`config.mk`:
```
export PLATFORM = sky130hd
export DESIGN_NAME = pipeline_ctrl_sequencer
export DESIGN_NICKNAME = d
export VERILOG_FILES = /design/src/rtl/pipeline_ctrl_sequencer.sv
export SDC_FILE = /design/constraint.sdc
export NUM_CORES = 1
export LEC_CHECK = 0
export BUFFER_PORTS_ARGS = -buffer_cell sky130_fd_sc_hd__buf_2
export CAP_MARGIN = 20
export CORE_ASPECT_RATIO = 1.5
export CORE_MARGIN = 1.5
export CORE_UTILIZATION = 30
export DETAILED_ROUTE_END_ITERATION = 16
export GPL_TIMING_DRIVEN = 0
export PLACE_DENSITY = 0.68
export SLEW_MARGIN = 20
export SYNTH_ARGS = -nofsm -noshare
export SYNTH_HDL_FRONTEND = slang
export SYNTH_SLANG_ARGS = --single-unit
```
`constraint.sdc`:
```
create_clock -name clk -period 1.46 [get_ports clk]
set_input_delay 0.219 -clock clk [delete_from_list [all_inputs] [get_ports clk]]
set_output_delay 0.219 -clock clk [all_outputs]
set_load 0.02 [all_outputs]
```
`src/rtl/pipeline_ctrl_sequencer.sv`:
```
// Pipeline control sequencer: arbitrates memory freeze, branch flush and load-use stall for the 5-stage core.
// Optional performance counters are enabled by defining PIPE_PERF_CNT_EN.
module pipeline_ctrl_sequencer #(
   parameter int unsigned MEM_WAIT_MAX = 15,
   parameter int unsigned CNT_WIDTH    = 16
) (
   input  logic                 clk,
   input  logic                 reset,
   input  logic                 LoadUseHazard,
   input  logic                 BranchTaken,
   input  logic                 MemBusy,
   output logic                 PCWrite,
   output logic                 IF_ID_Write,
   output logic                 IF_ID_Flush,
   output logic                 ID_EX_Flush,
   output logic                 PipeHold,
   output logic                 MEM_WB_Bubble,
   output logic                 MemTimeout,
   output logic [1:0]           CtrlState,
   output logic [CNT_WIDTH-1:0] StallCycles,
   output logic [CNT_WIDTH-1:0] FlushCount
);

   localparam int unsigned WAIT_W = (MEM_WAIT_MAX > 0) ? $clog2(MEM_WAIT_MAX + 1) : 1;
   localparam logic [WAIT_W-1:0] WAIT_LIMIT = WAIT_W'(MEM_WAIT_MAX);
   localparam bit TIMEOUT_EN = (MEM_WAIT_MAX != 0);

   localparam logic [1:0] S_RUN      = 2'b00;
   localparam logic [1:0] S_MEM_WAIT = 2'b01;
   localparam logic [1:0] S_HALT     = 2'b10;

   logic [1:0]        state_q, state_d;
   logic [WAIT_W-1:0] wait_cnt_q, wait_cnt_d;
   logic              pend_flush_q, pend_flush_d;
   logic              timeout_q, timeout_d;
   logic              flush_eff_c;

   // Control state; reset is asynchronous so a hung core can always be recovered.
   always_ff @(posedge clk or negedge reset) begin
      if (!reset) begin
         state_q      <= S_RUN;
         wait_cnt_q   <= '0;
         pend_flush_q <= 1'b0;
         timeout_q    <= 1'b0;
      end else begin
         state_q      <= state_d;
         wait_cnt_q   <= wait_cnt_d;
         pend_flush_q <= pend_flush_d;
         timeout_q    <= timeout_d;
      end
   end

   assign flush_eff_c = BranchTaken | pend_flush_q;

   // Next state and Mealy controls: HALT > freeze > flush > load-use stall > normal.
   always_comb begin
      state_d       = state_q;
      wait_cnt_d    = wait_cnt_q;
      pend_flush_d  = pend_flush_q;
      timeout_d     = timeout_q;
      PCWrite       = 1'b1;
      IF_ID_Write   = 1'b1;
      IF_ID_Flush   = 1'b0;
      ID_EX_Flush   = 1'b0;
      PipeHold      = 1'b0;
      MEM_WB_Bubble = 1'b0;

      if (state_q == S_HALT) begin
         PCWrite       = 1'b0;
         IF_ID_Write   = 1'b0;
         PipeHold      = 1'b1;
         MEM_WB_Bubble = 1'b1;
      end else if (MemBusy) begin
         PCWrite       = 1'b0;
         IF_ID_Write   = 1'b0;
         PipeHold      = 1'b1;
         MEM_WB_Bubble = 1'b1;
         pend_flush_d  = pend_flush_q | BranchTaken;
         if (state_q == S_MEM_WAIT) begin
            // wait_cnt counts busy cycles spent in MEM_WAIT, so a run of MEM_WAIT_MAX+1 still recovers
            if (TIMEOUT_EN && (wait_cnt_q == WAIT_LIMIT)) begin
               state_d   = S_HALT;
               timeout_d = 1'b1;
            end else if (TIMEOUT_EN) begin
               wait_cnt_d = wait_cnt_q + WAIT_W'(1);
            end
         end else begin
            state_d    = S_MEM_WAIT;
            wait_cnt_d = '0;
         end
      end else begin
         state_d    = S_RUN;
         wait_cnt_d = '0;
         if (flush_eff_c) begin
            IF_ID_Flush  = 1'b1;
            ID_EX_Flush  = 1'b1;
            pend_flush_d = 1'b0;
         end else if (LoadUseHazard) begin
            PCWrite     = 1'b0;
            IF_ID_Write = 1'b0;
            ID_EX_Flush = 1'b1;
         end
      end
   end

   assign CtrlState  = state_q;
   assign MemTimeout = timeout_q;

`ifdef PIPE_PERF_CNT_EN
   logic [CNT_WIDTH-1:0] stall_cnt_q;
   logic [CNT_WIDTH-1:0] flush_cnt_q;

   // PC is held exactly on stall, freeze and HALT cycles; IF/ID flush marks an applied flush.
   always_ff @(posedge clk or negedge reset) begin
      if (!reset) begin
         stall_cnt_q <= '0;
         flush_cnt_q <= '0;
      end else begin
         if (!PCWrite && !(&stall_cnt_q)) begin
            stall_cnt_q <= stall_cnt_q + CNT_WIDTH'(1);
         end
         if (IF_ID_Flush && !(&flush_cnt_q)) begin
            flush_cnt_q <= flush_cnt_q + CNT_WIDTH'(1);
         end
      end
   end

   assign StallCycles = stall_cnt_q;
   assign FlushCount  = flush_cnt_q;
`else
   assign StallCycles = '0;
   assign FlushCount  = '0;
`endif

endmodule

```
# [After elaboration in Yosys (flattened, before gate mapping)]
# Index checks and enable logic that the tools add are counted.
[totals] reg_bits=8 output_inout_bits=41 elab_cells=38 input_bits=5
[op_classes] n_mux=21 addsub=1 bitwise_logic=2 reduce_logical=5 eq_ne=5
[ops] operator="$mux W1" n=15
[ops] operator="$mux W4" n=3
[ops] operator="$mux W2" n=3
[ops] operator="$reduce_and A2 Y1" n=3
[ops] operator="$add A4 B1 Y4 const B" n=1
[ops] operator="$eq A4 B4 Y1 const B" n=1
[ops] operator="$reduce_and A4 Y1" n=1
[ops] operator="$ne A3 B2 Y1 const B" n=1
[ops] operator="$ne A3 B3 Y1 const B" n=1
[ops] operator="$eq A2 B1 Y1 const B" n=1
[ops] operator="$eq A2 B2 Y1 const B" n=1
[ops] operator="$reduce_bool A2 Y1" n=1
[ops] operator="$not A1 Y1" n=1
[ops] operator="$or A1 B1 Y1" n=1

# [Longest topological paths before layout]
# Gate-level depths: netlist of the first run.
[depth] depth_word=4 depth_mapped=5 mapped_depth_nobuf=4

# [Worst setup path after synthesis of the first run]
# OpenSTA, ideal clock, no wires.
[synth_path] path_type="reg2out" startpoint="register state_q[1], in the netlist CtrlState[1]" endpoint="output PCWrite" n_path_buf=1 arrival_ns=1.475 t_required_ns=1.241 stages_incl_launch_ff=6 setup_slack_ns=-0.234 path_cell_list="dfrtp_1 -> nor2b_4 -> nor2_2 -> inv_2 -> a21oi_1 -> buf_4"
[synth_via] elab_chain_len=2
[synth_lines] item="from (decl)" line_no="32" rtl="logic [1:0] state_q, state_d;"
[synth_lines] item="from (signal assigned)" line_no="46" rtl="state_q <= state_d;"
[synth_lines] item="$eq A2 B2 Y1" line_no="68" rtl="if (state_q == S_HALT) begin"
[synth_lines] item="$mux W1"
[synth_lines] item="to (decl)" line_no="12" rtl="output logic PCWrite,"
# No other way between the ends.

# [Worst setup path in the final report of the first run]
[layout_path] startpoint="register state_q[1], in the netlist CtrlState[1]" endpoint="output PCWrite"
[layout_via] elab_chain_len=2
[layout_lines] item="$eq A2 B2 Y1" line_no="68"
[layout_lines] item="$mux W1" line_no="68"
# No other way between the ends.

==> results of run 1 <==
==> routing by layer <==
metal / global-route usage, % / wire [um] / up-vias
met2: 17.86 / 635 / 32
met5: 0 / 0 / -
met1: 10.56 / 428 / 232
met4: 6.912 / 15 / 0
met3: 2.053 / 129 / 2
li1: - / - / 286
==> path summary, 6_finish.rpt <==
path	from	to	slack (ns)	cells past startpoint
min reg2reg	MemTimeout	MemTimeout	0.48	1
max in group asynchronous	reset	wait_cnt_q[0]	0.96	2
max reg2reg	CtrlState[1]	wait_cnt_q[2]	0.25	4
max	CtrlState[1]	PCWrite	-0.03	6
min	MemBusy	CtrlState[0]	0.21	3
min in group asynchronous	reset	pend_flush_q	0.34	2
==> critical path: cells and delay by family (launching register included) <==
family                 cells  cell delay, ns
buffers and inverters      3            0.29
AOI/OAI and AO/OA          1            0.12
DFF                        1            0.38
and+or+nand+nor            2            0.23
==> area by class of cell <==
cell class | instances | area (um2) | share of cell area [%]
timing repair buffer | 18 | 118.9 | 12.15
inverter | 1 | 3.754 | 0.3836
buffer | 34 | 255.2 | 26.09
multi-input combinational | 65 | 350.3 | 35.81
tap | 22 | 27.53 | 2.813
sequential | 8 | 200.2 | 20.46
clock buffer | 3 | 22.52 | 2.302
==> layout by cell type, fill, tap and decap left out, types with 2 or more instances in the layout <==
master and instances:
sky130_fd_sc_hd__nand2b_1 2, sky130_fd_sc_hd__mux2i_1 2, sky130_fd_sc_hd__nor2_1 5, sky130_fd_sc_hd__nand3b_1 2, sky130_fd_sc_hd__conb_1 32, sky130_fd_sc_hd__dfrtp_1 8, sky130_fd_sc_hd__buf_4 41, sky130_fd_sc_hd__o21ai_1 5
sky130_fd_sc_hd__buf_2 9, sky130_fd_sc_hd__nand2_1 5, sky130_fd_sc_hd__clkbuf_4 3
==> cell families (layout without fill, tap and decap cells) <==
logic type / Yosys count / after routing / share of synthesized area (%)
AO/OA/AOI/OAI: 9 / 9 / 7.023
XOR/XNOR: 1 / 1 / 1.294
adder cells (fa/ha/maj): 1 / 1 / 1.848
buffers and inverters: 35 / 56 / 38.26
flip-flops: 8 / 8 / 29.57
multiplexers: 2 / 2 / 2.958
other: 1 / 32 / 0.5540
AND/OR/NAND/NOR: 20 / 20 / 18.48
==> synth_stat cells (2+ instances only) <==
master                     instances
sky130_fd_sc_hd__mux2i_1           2
sky130_fd_sc_hd__buf_4            34
sky130_fd_sc_hd__dfrtp_1           8
sky130_fd_sc_hd__nand2b_1          2
sky130_fd_sc_hd__nor2_1            5
sky130_fd_sc_hd__a21oi_1           2
sky130_fd_sc_hd__nand2_1           5
sky130_fd_sc_hd__nand3b_1          2
sky130_fd_sc_hd__o21ai_1           5
==> timing repair <==
action / in CTS / in global routing
endpoints found under the setup margin: 6 / 5
hold endpoints to repair: 8 / 0
buffers inserted: 2 / 2
gates resized for setup: 2 / 4
hold buffers: 1 / 0
==> state kept, by name, summed over array words and instances (netlist names) <==
name / cells
wait_cnt_q: 4
CtrlState: 2
MemTimeout: 1
pend_flush_q: 1
==> power by group <==
group / switching (mW) / total (mW) / leakage (nW) / internal [mW]
clock network: 0.0789 / 0.173 / 0.0138 / 0.0943
logic: 0.0939 / 0.158 / 0.488 / 0.0639
registers: 0 / 0.222 / 0.0857 / 0.222
total: 0.173 / 0.553 / 0.587 / 0.380
==> metrics by stage <==
step / TNS, ns / total power, mW
after floorplan: 0 / 0.3657
after global placement: 0 / 0.3775
after detailed placement: 0 / 0.3780
after CTS: -0.07281 / 0.5565
after global routing: -0.2235 / 0.5766
final: -0.02615 / 0.5528
==> impl_metrics.sql, run 1 <==
INSERT INTO impl_metrics (metric_group, metric, value, unit) VALUES
('global_routing', 'grt_first_pass_wirelength', '1952', 'um'),
('clocking', 'clkLatencyLatePin', '0.26', 'ns'),
('hold_path', 'worstHoldPathType', 'in2reg', ''),
('sta', 'fmax', '672.9', 'MHz'),
('synth', 'yosys_synthesis_warning_count', '0', ''),
('synth', 'syn-instance-count', '77', ''),
('clocking', 'worst_setup_hold_path_clk_slew', '0.06', 'ns'),
('clocking', 'cts-root-to-sink-buffers', '2', ''),
('power_and_ir_drop', 'power_density', '565.0', 'nW/um2'),
('finish', 'fin_cells', '151', ''),
('drt', 'vias', '552', ''),
('sta', 'final.setup_skew', '0.001747', 'ns'),
('worst_setup_path', 'cp.required', '1.24', 'ns'),
('global_routing', 'number_of_antenna_violations_at_the_first_check_in_global_routing', '0', ''),
('drt', 'route.antenna.remaining_nets', '0', ''),
('sta', 'report.final.hold_viol_count', '0', ''),
('sta', 'holdWs', '0.2132', 'ns'),
('worst_setup_path', 'critPathKind', 'reg2out', ''),
('clocking', 'ctsHtreeMaxLevel', '1', ''),
('worst_setup_path', 'critical_path_peak_fanout', '5', ''),
('placed_design', 'io_buffer_count', '13', ''),
('synth', 'yosysTopAreaCell', 'sky130_fd_sc_hd__buf_4', ''),
('placed_design', 'dp_hpwl', '954.2', 'um'),
('sta', 'min_tclk_post_route', '1.486', 'ns'),
('finish', 'antennaDiodeCount', '0', ''),
('synth', 'yosys-top-cells-area', 'sky130_fd_sc_hd__buf_4 38%, sky130_fd_sc_hd__dfrtp_1 30%, sky130_fd_sc_hd__o21ai_1 3.7%', ''),
('synth', 'synth_seq_area_share', '29.57', '%'),
('floorplanning', 'boundaryPins', '46', ''),
('worst_setup_path', 'cp_cell_sequence', 'nor2b_4, nor2_4, inv_2, a21oi_4, buf_4, buf_6', ''),
('synth', 'synth.ff_latch_count', '8', ''),
('placed_design', 'place.gp.congestion', '0.7272', ''),
('finish', 'syn2layout_area_growth', '44.55', '%'),
('synth', 'ffs_w_async_s_r_synth', '100.0', '%'),
('synth', 'synth.lib_cells_used.distinct', '21', ''),
('drt', 'detailedRoute.firstPassIterationCount', '4', ''),
('drt', 'route.detailed.drc', '0', ''),
('placed_design', 'place_area', '897.1', 'um2'),
('clocking', 'cts_inserted_buffers', '3', ''),
('floorplanning', 'die_area', '2556', 'um2'),
('finish', 'final_area', '978.4', 'um2'),
('synth', 'synthesis.area_per_instance', '8.791', 'um2'),
('worst_setup_path', 'crit_path_dat', '1.27', 'ns'),
('power_and_ir_drop', 'p_leak', '0.5870', 'nW'),
('drt', 'vias_per_instance', '3.656', ''),
('drt', 'routed_wirelength', '1209', 'um'),
('clocking', 'ctsRootBufferMaster', 'sky130_fd_sc_hd__clkbuf_4', ''),
('drt', 'average_detailed_routed_wire_length_per_instance', '8.007', 'um'),
('run_status', 'result_of_the_run', 'finished, violations left', ''),
('sta', 'setup_viol', '1', ''),
('global_routing', 'number_of_global_route_vias_before_repair', '477', ''),
('clocking', 'clock_sinks', '8', ''),
('global_routing', 'pin_count_of_the_biggest_net_entering_global_routing', '9', ''),
('floorplanning', 'core', '2077', 'um2'),
('worst_setup_path', 'cp_slowest_cell', 'sky130_fd_sc_hd__dfrtp_1', ''),
('finish', 'proportion_of_layout_cells_with_a_drive_suffix_above_1', '46.51', '%'),
('power_and_ir_drop', 'ir_worst_vdd', '288.9', 'uV'),
('sta', 'finalCritPeriodShare', '101.8', '%'),
('placed_design', 'placed_cells_incl_taps', '143', ''),
('finish', 'fillerInstances', '210', ''),
('flow_run', 'timing.max_cap.violations', '0', ''),
('sta', 'timing.final.max_slew_violations', '0', ''),
('synth', 'post-synth-top-area-fraction', '37.71', '%'),
('synth', 'synth_edf_count', '0', ''),
('worst_setup_path', 'endpoint_kind', 'output pin', ''),
('drt', 'drt_iter0_markers', '1', ''),
('synth', 'synth.cell_area', '676.9', 'um2'),
('floorplanning', 'initial_core_util', '32.59', '%'),
('clocking', 'tritoncts', 'built', ''),
('run_status', 'violations', 'setup timing', ''),
('floorplanning', 'die_width', '41.79', 'um'),
('placed_design', 'dp_slack', '0.1150', 'ns'),
('floorplanning', 'die_height', '61.18', 'um'),
('worst_setup_path', 'delay_of_the_slowest_cell_on_the_worst_path', '0.38', 'ns'),
('global_routing', 'grtUsageTotal', '9.969', '%'),
('sta', 'worst_slack', '-0.02615', 'ns'),
('global_routing', 'total_grt_overflow', '0', ''),
('finish', 'utilization', '47.11', '%'),
('finish', 'num-nets-final', '137', ''),
('synth', 'yosys_most_used_dff', 'sky130_fd_sc_hd__dfrtp_1', ''),
('floorplanning', 'row_count', '20', ''),
('sta', 'unrepaired_setup_endpoints_after_global_routing', 'yes', ''),
('worst_setup_path', 'timing.critical_path.from_type', 'register', '');
No activity file was read; power rests on OpenSTA's default activity.
==> run 2: changes to the inputs <==
CORE_MARGIN = 3   (was 1.5)
SKIP_LAST_GASP = 1   (was default)
==> impl_metrics.sql, run 2 (synthesis results as in run 1) <==
INSERT INTO impl_metrics (metric_group, metric, value, unit) VALUES
('drt', 'route.antenna.remaining_nets', '0', ''),
('power_and_ir_drop', 'power_density', '556.4', 'nW/um2'),
('sta', 'holdWs', '0.2131', 'ns'),
('placed_design', 'io_buffer_count', '13', ''),
('floorplanning', 'row_count', '20', ''),
('sta', 'min_tclk_post_route', '1.508', 'ns'),
('clocking', 'clkLatencyLatePin', '0.25', 'ns'),
('hold_path', 'worstHoldStart', 'MemBusy', ''),
('drt', 'drt_iter0_markers', '4', ''),
('global_routing', 'total_grt_overflow', '0', ''),
('worst_setup_path', 'cp_slowest_cell', 'sky130_fd_sc_hd__dfrtp_1', ''),
('drt', 'routed_wirelength', '1227', 'um'),
('finish', 'most_common_cell_after_layout_fill_and_taps_aside', 'sky130_fd_sc_hd__buf_4', ''),
('drt', 'vias_per_instance', '3.580', ''),
('hold_path', 'worstHoldPathType', 'in2reg', ''),
('worst_setup_path', 'critical_path_peak_fanout', '5', ''),
('global_routing', 'number_of_global_route_vias_before_repair', '457', ''),
('sta', 'report.final.hold_viol_count', '0', ''),
('finish', 'registers.top_by_ff_count', 'wait_cnt_q', ''),
('drt', 'route.detailed.drc', '0', ''),
('power_and_ir_drop', 'combPwrFrac', '29.1', '%'),
('floorplanning', 'initial_core_util', '32.59', '%'),
('worst_setup_path', 'timing.rr.start', 'wait_cnt_q[0]', ''),
('finish', 'num-nets-final', '136', ''),
('clocking', 'cts_inserted_buffers', '3', ''),
('sta', 'worst_slack', '-0.04768', 'ns'),
('power_and_ir_drop', 'p_leak', '0.5826', 'nW'),
('global_routing', 'pin_count_of_the_biggest_net_entering_global_routing', '9', ''),
('clocking', 'clock_sinks', '8', ''),
('worst_setup_path', 'worst_r2r_path_depth', '4', ''),
('worst_setup_path', 'crit_path_dat', '1.29', 'ns'),
('placed_design', 'dp_hpwl', '1042', 'um'),
('floorplanning', 'die_height', '64.18', 'um'),
('floorplanning', 'die_width', '44.79', 'um'),
('worst_setup_path', 'cpMostUsedCell', 'sky130_fd_sc_hd__buf_6', ''),
('finish', 'final_area', '982.2', 'um2'),
('finish', 'final_cell_mix', '38 x sky130_fd_sc_hd__buf_4, 32 x sky130_fd_sc_hd__conb_1, 9 x sky130_fd_sc_hd__buf_2', ''),
('clocking', 'ctsHtreeMaxLevel', '1', ''),
('finish', 'syn2layout_area_growth', '45.10', '%'),
('placed_design', 'place_area', '897.1', 'um2'),
('drt', 'average_detailed_routed_wire_length_per_instance', '8.180', 'um'),
('global_routing', 'grtUsageTotal', '8.122', '%'),
('hold_path', 'min_path_cells', '3', ''),
('placed_design', 'place.gp.congestion', '0.6471', ''),
('worst_setup_path', 'cp.required', '1.24', 'ns'),
('worst_setup_path', 'cp_cell_sequence', 'nor2b_4, nor2_4, inv_4, a21oi_4, buf_6, buf_6', ''),
('run_status', 'violations', 'setup timing', ''),
('sta', 'fmax', '663.3', 'MHz'),
('hold_path', 'hold-path-endpoint', 'CtrlState[0]', ''),
('sta', 'setup_viol', '2', ''),
('sta', 'unrepaired_setup_endpoints_after_global_routing', 'yes', ''),
('floorplanning', 'core', '2077', 'um2'),
('clocking', 'worst_setup_hold_path_clk_slew', '0.05', 'ns'),
('finish', 'largest_reg_flops', '4', ''),
('finish', 'proportion_of_layout_cells_with_a_drive_suffix_above_1', '46.88', '%'),
('global_routing', 'grt_first_pass_wirelength', '1787', 'um'),
('power_and_ir_drop', 'ir_worst_vdd', '433.3', 'uV'),
('sta', 'finalCritPeriodShare', '103.3', '%'),
('power_and_ir_drop', 'netSwitchingFraction', '30.51', '%'),
('worst_setup_path', 'worst-r2r-setup-slack', '0.26', 'ns'),
('sta', 'timing.final.max_slew_violations', '0', ''),
('power_and_ir_drop', 'p_clk_share', '30.2', '%'),
('worst_setup_path', 'timing.critical_path.from_type', 'register', ''),
('worst_setup_path', 'critPathKind', 'reg2out', ''),
('power_and_ir_drop', 'power.internal', '379.7', 'uW'),
('power_and_ir_drop', 'p_sw', '166.7', 'uW'),
('global_routing', 'number_of_antenna_violations_at_the_first_check_in_global_routing', '0', ''),
('clocking', 'ctsRootBufferMaster', 'sky130_fd_sc_hd__clkbuf_4', ''),
('run_status', 'result_of_the_run', 'finished, violations left', ''),
('sta', 'final.setup_skew', '0.001433', 'ns'),
('worst_setup_path', 'worst_r2r_endpoint', 'wait_cnt_q[1]', ''),
('power_and_ir_drop', 'part_of_the_power_in_registers', '40.6', '%'),
('flow_run', 'timing.max_cap.violations', '0', ''),
('worst_setup_path', 'delay_of_the_slowest_cell_on_the_worst_path', '0.38', 'ns'),
('floorplanning', 'die_area', '2874', 'um2'),
('clocking', 'cts-root-to-sink-buffers', '2', ''),
('finish', 'antennaDiodeCount', '0', ''),
('drt', 'detailedRoute.firstPassIterationCount', '3', ''),
('clocking', 'tritoncts', 'built', ''),
('floorplanning', 'boundaryPins', '46', ''),
('drt', 'vias', '537', ''),
('worst_setup_path', 'endpoint_kind', 'output pin', '');
-- run 2: cell types whose count changed in the layout (fill, tap and decap cells not counted), sizes merged --
| cell | change |
|---|---|
| buf | -1 |
-- run 2: critical path: cells and delay by family, from the launching register on --
family	cells	cell delay (ns)
simple gates	2	0.27
buf+inv	3	0.27
compound gates	1	0.12
flops	1	0.38
-- run 2: stage by stage --
stage               cells  worst slack, ns  utilization, %  total power [mW]  TNS [ns]
finish                150         -0.04768           47.29            0.5465  -0.06564
global route          150          -0.1030           47.29            0.5734   -0.2339
CTS                   149         -0.08388           45.60            0.5480   -0.1029
detailed placement    143           0.1045           43.19            0.3782         0
global placement      143           0.1311           43.19            0.3775         0
floorplan             108         0.006068               -            0.3657         0
-- run 2: timing repair --
| item | CTS | global route |
|---|---|---|
| setup buffers | 2 | 1 |
| setup endpoints to repair | 5 | 5 |
| pin swaps | 0 | 1 |
| gates resized for setup | 1 | 9 |
| hold endpoints to repair | 8 | 0 |
| hold buffers | 1 | 0 |
-- run 2: routing by layer --
metal  share of wire, %  track usage, %  up-vias
li1                   -               -      286
met1                 33           7.401      213
met2                 50           14.93       34
met3                 15           2.535        4
met4                1.9           4.396        0
met5                  0               0        -
-- run 2: worst max-delay path by stage --
stage / to / cells after the start / startpoint / slack [ns]
after detailed placement: PCWrite / 6 / CtrlState[1] / 0.10
final: PCWrite / 6 / CtrlState[1] / -0.05
after global placement: PCWrite / 6 / CtrlState[1] / 0.13
after floorplan: PCWrite / 5 / CtrlState[1] / 0.006
after CTS: PCWrite / 6 / CtrlState[1] / -0.08
after global routing: PCWrite / 6 / CtrlState[1] / -0.10
-- run 2: final cells by class --
class	count	area, um2
Multi-Input combinational cell	65	350.3
Fill cell	211	1095
Inverter	1	6.256
Timing Repair Buffer	17	115.1
Sequential cell	8	201.4
Clock buffer	3	22.52
Tap cell	22	27.53
Buffer	34	259.0
-- run 2: power by group through the flow --
| stage | Sequential [mW] | Combinational [mW] | Clock, mW |
|---|---|---|---|
| global route | 0.222 | 0.172 | 0.180 |
| global placement | 0.226 | 0.152 | 0 |
| floorplan | 0.226 | 0.140 | 0 |
| detailed placement | 0.226 | 0.152 | 0 |
| CTS | 0.222 | 0.155 | 0.171 |
| finish | 0.222 | 0.159 | 0.165 |
==> run 3: changes to the inputs <==
ABC_CLOCK_PERIOD_IN_PS = 1460   (was default)
REMOVE_ABC_BUFFERS = 1   (was default)
==> impl_metrics.sql, run 3 (synthesis results as in run 1) <==
INSERT INTO impl_metrics (metric_group, metric, value, unit) VALUES
('floorplanning', 'initial_core_util', '32.59', '%'),
('finish', 'most_common_cell_after_layout_fill_and_taps_aside', 'sky130_fd_sc_hd__conb_1', ''),
('finish', 'antennaDiodeCount', '0', ''),
('placed_design', 'place.gp.congestion', '0.6365', ''),
('power_and_ir_drop', 'ir_worst_vdd', '338.9', 'uV'),
('finish', 'num-nets-final', '102', ''),
('clocking', 'cts-root-to-sink-buffers', '2', ''),
('drt', 'detailedRoute.firstPassIterationCount', '4', ''),
('power_and_ir_drop', 'power_density', '673.7', 'nW/um2'),
('worst_setup_path', 'critPathKind', 'reg2out', ''),
('sta', 'min_tclk_post_route', '1.431', 'ns'),
('worst_setup_path', 'crit_path_dat', '1.21', 'ns'),
('power_and_ir_drop', 'p_leak', '0.3970', 'nW'),
('clocking', 'clock_sinks', '8', ''),
('floorplanning', 'die_width', '44.79', 'um'),
('finish', 'registers.top_by_ff_count', 'wait_cnt_q', ''),
('hold_path', 'worstHoldPathType', 'in2reg', ''),
('floorplanning', 'core', '2077', 'um2'),
('global_routing', 'grt-busiest-layer', 'met2', ''),
('run_status', 'result_of_the_run', 'completed', ''),
('clocking', 'tritoncts', 'built', ''),
('drt', 'routed_wirelength', '1064', 'um'),
('global_routing', 'grt_first_pass_wirelength', '1504', 'um'),
('clocking', 'cts_inserted_buffers', '3', ''),
('worst_setup_path', 'critical_path_peak_fanout', '5', ''),
('clocking', 'ctsRootBufferMaster', 'sky130_fd_sc_hd__clkbuf_4', ''),
('sta', 'unrepaired_setup_endpoints_after_global_routing', 'yes', ''),
('floorplanning', 'die_area', '2874', 'um2'),
('floorplanning', 'row_count', '20', ''),
('finish', 'proportion_of_layout_cells_with_a_drive_suffix_above_1', '26.60', '%'),
('finish', 'largest_reg_flops', '4', ''),
('drt', 'vias', '462', ''),
('worst_setup_path', 'timing.critical_path.from_type', 'register', ''),
('global_routing', 'total_grt_overflow', '0', ''),
('global_routing', 'globalRouteMet3Util', '2.817', '%'),
('finish', 'final_cell_mix', '32 x sky130_fd_sc_hd__conb_1, 10 x sky130_fd_sc_hd__buf_2, 8 x sky130_fd_sc_hd__dfrtp_1', ''),
('flow_run', 'timing.max_cap.violations', '0', ''),
('clocking', 'ctsHtreeMaxLevel', '1', ''),
('floorplanning', 'die_height', '64.18', 'um'),
('drt', 'drt_iter0_markers', '2', ''),
('finish', 'syn2layout_area_growth', '6.285', '%'),
('sta', 'timing.final.max_slew_violations', '0', ''),
('power_and_ir_drop', 'total_power', '484.7', 'uW'),
('global_routing', 'number_of_antenna_violations_at_the_first_check_in_global_routing', '0', ''),
('drt', 'route.antenna.remaining_nets', '0', ''),
('sta', 'setup_viol', '0', ''),
('sta', 'final.setup_skew', '0.002205', 'ns'),
('clocking', 'worst_setup_hold_path_clk_slew', '0.06', 'ns'),
('placed_design', 'dp_slack', '0.1664', 'ns'),
('global_routing', 'number_of_global_route_vias_before_repair', '373', ''),
('global_routing', 'groute.layer.met1.usage', '7.021', '%'),
('global_routing', 'grtUsageTotal', '7.281', '%'),
('global_routing', 'grt.met2_usage', '11.87', '%'),
('finish', 'fin_cells', '116', ''),
('clocking', 'clkLatencyLatePin', '0.25', 'ns'),
('worst_setup_path', 'cp.required', '1.24', 'ns'),
('drt', 'vias_per_instance', '3.983', ''),
('floorplanning', 'boundaryPins', '46', ''),
('sta', 'finalCritPeriodShare', '97.99', '%'),
('finish', 'utilization', '34.64', '%'),
('sta', 'report.final.hold_viol_count', '0', ''),
('worst_setup_path', 'endpoint_kind', 'output pin', ''),
('drt', 'route.detailed.drc', '0', ''),
('sta', 'fmax', '699.0', 'MHz'),
('sta', 'totalNegativeSetupSlack', '0', 'ns'),
('sta', 'worst_slack', '0.02930', 'ns'),
('placed_design', 'io_buffer_count', '13', ''),
('placed_design', 'placed_cells_incl_taps', '109', ''),
('global_routing', 'pin_count_of_the_biggest_net_entering_global_routing', '9', ''),
('drt', 'average_detailed_routed_wire_length_per_instance', '9.172', 'um');
run 3: final timing paths:
kind | startpoint | end | slack, ns | cells after the start
worst max-delay path | CtrlState[1] | IF_ID_Write | 0.03 | 5
worst min-delay path | MemBusy | CtrlState[0] | 0.22 | 3
worst max register to register | wait_cnt_q[0] | wait_cnt_q[1] | 0.27 | 4
worst min register to register | MemTimeout | MemTimeout | 0.48 | 1
max in group asynchronous | reset | wait_cnt_q[1] | 0.94 | 2
min in group asynchronous | reset | wait_cnt_q[0] | 0.35 | 2
run 3: timing repair:
action                                  4_1_cts  5_1_grt
pin swaps                                     1        1
gates resized for setup                       4        5
hold buffers                                  1        0
hold endpoints to repair                      8        0
endpoints found under the setup margin        4        4
setup buffers                                 2        1
run 3: stage by stage:
step	area, um2	hold slack, ns
2_1_floorplan	538.0	-0.07659
3_3_place_gp	630.6	0.07145
3_5_place_dp	630.6	0.07559
4_1_cts	689.4	0.1993
5_1_grt	719.4	0.2444
6_report	719.4	0.2160
run 3: critical path, cell delays in order, from the launching register on:
cell,delay (ns)
sky130_fd_sc_hd__dfrtp_1,0.38
sky130_fd_sc_hd__nor2b_4,0.14
sky130_fd_sc_hd__nor2_4,0.11
sky130_fd_sc_hd__inv_4,0.06
sky130_fd_sc_hd__a21oi_4,0.13
sky130_fd_sc_hd__buf_6,0.14
run 3: layout make-up:
| cell class | count | area (um2) |
|---|---|---|
| Clock buffer | 3 | 22.52 |
| Fill cell | 216 | 1358 |
| Inverter | 1 | 6.256 |
| Multi-Input combinational cell | 65 | 350.3 |
| Tap cell | 22 | 27.53 |
| Timing Repair Buffer | 17 | 112.6 |
| Sequential cell | 8 | 200.2 |
run 3: power breakdown:
group	switching, mW	internal, mW
Clock	0.0774	0.0942
Sequential	0	0.222
Combinational	0.0844	0.00681
run 3: metal layers:
| layer | routed length (um) | part of all wire [%] |
|---|---|---|
| met1 | 354 | 33 |
| met2 | 484 | 45 |
| met3 | 204 | 19 |
| met4 | 21 | 2.0 |
| met5 | 0 | 0 |
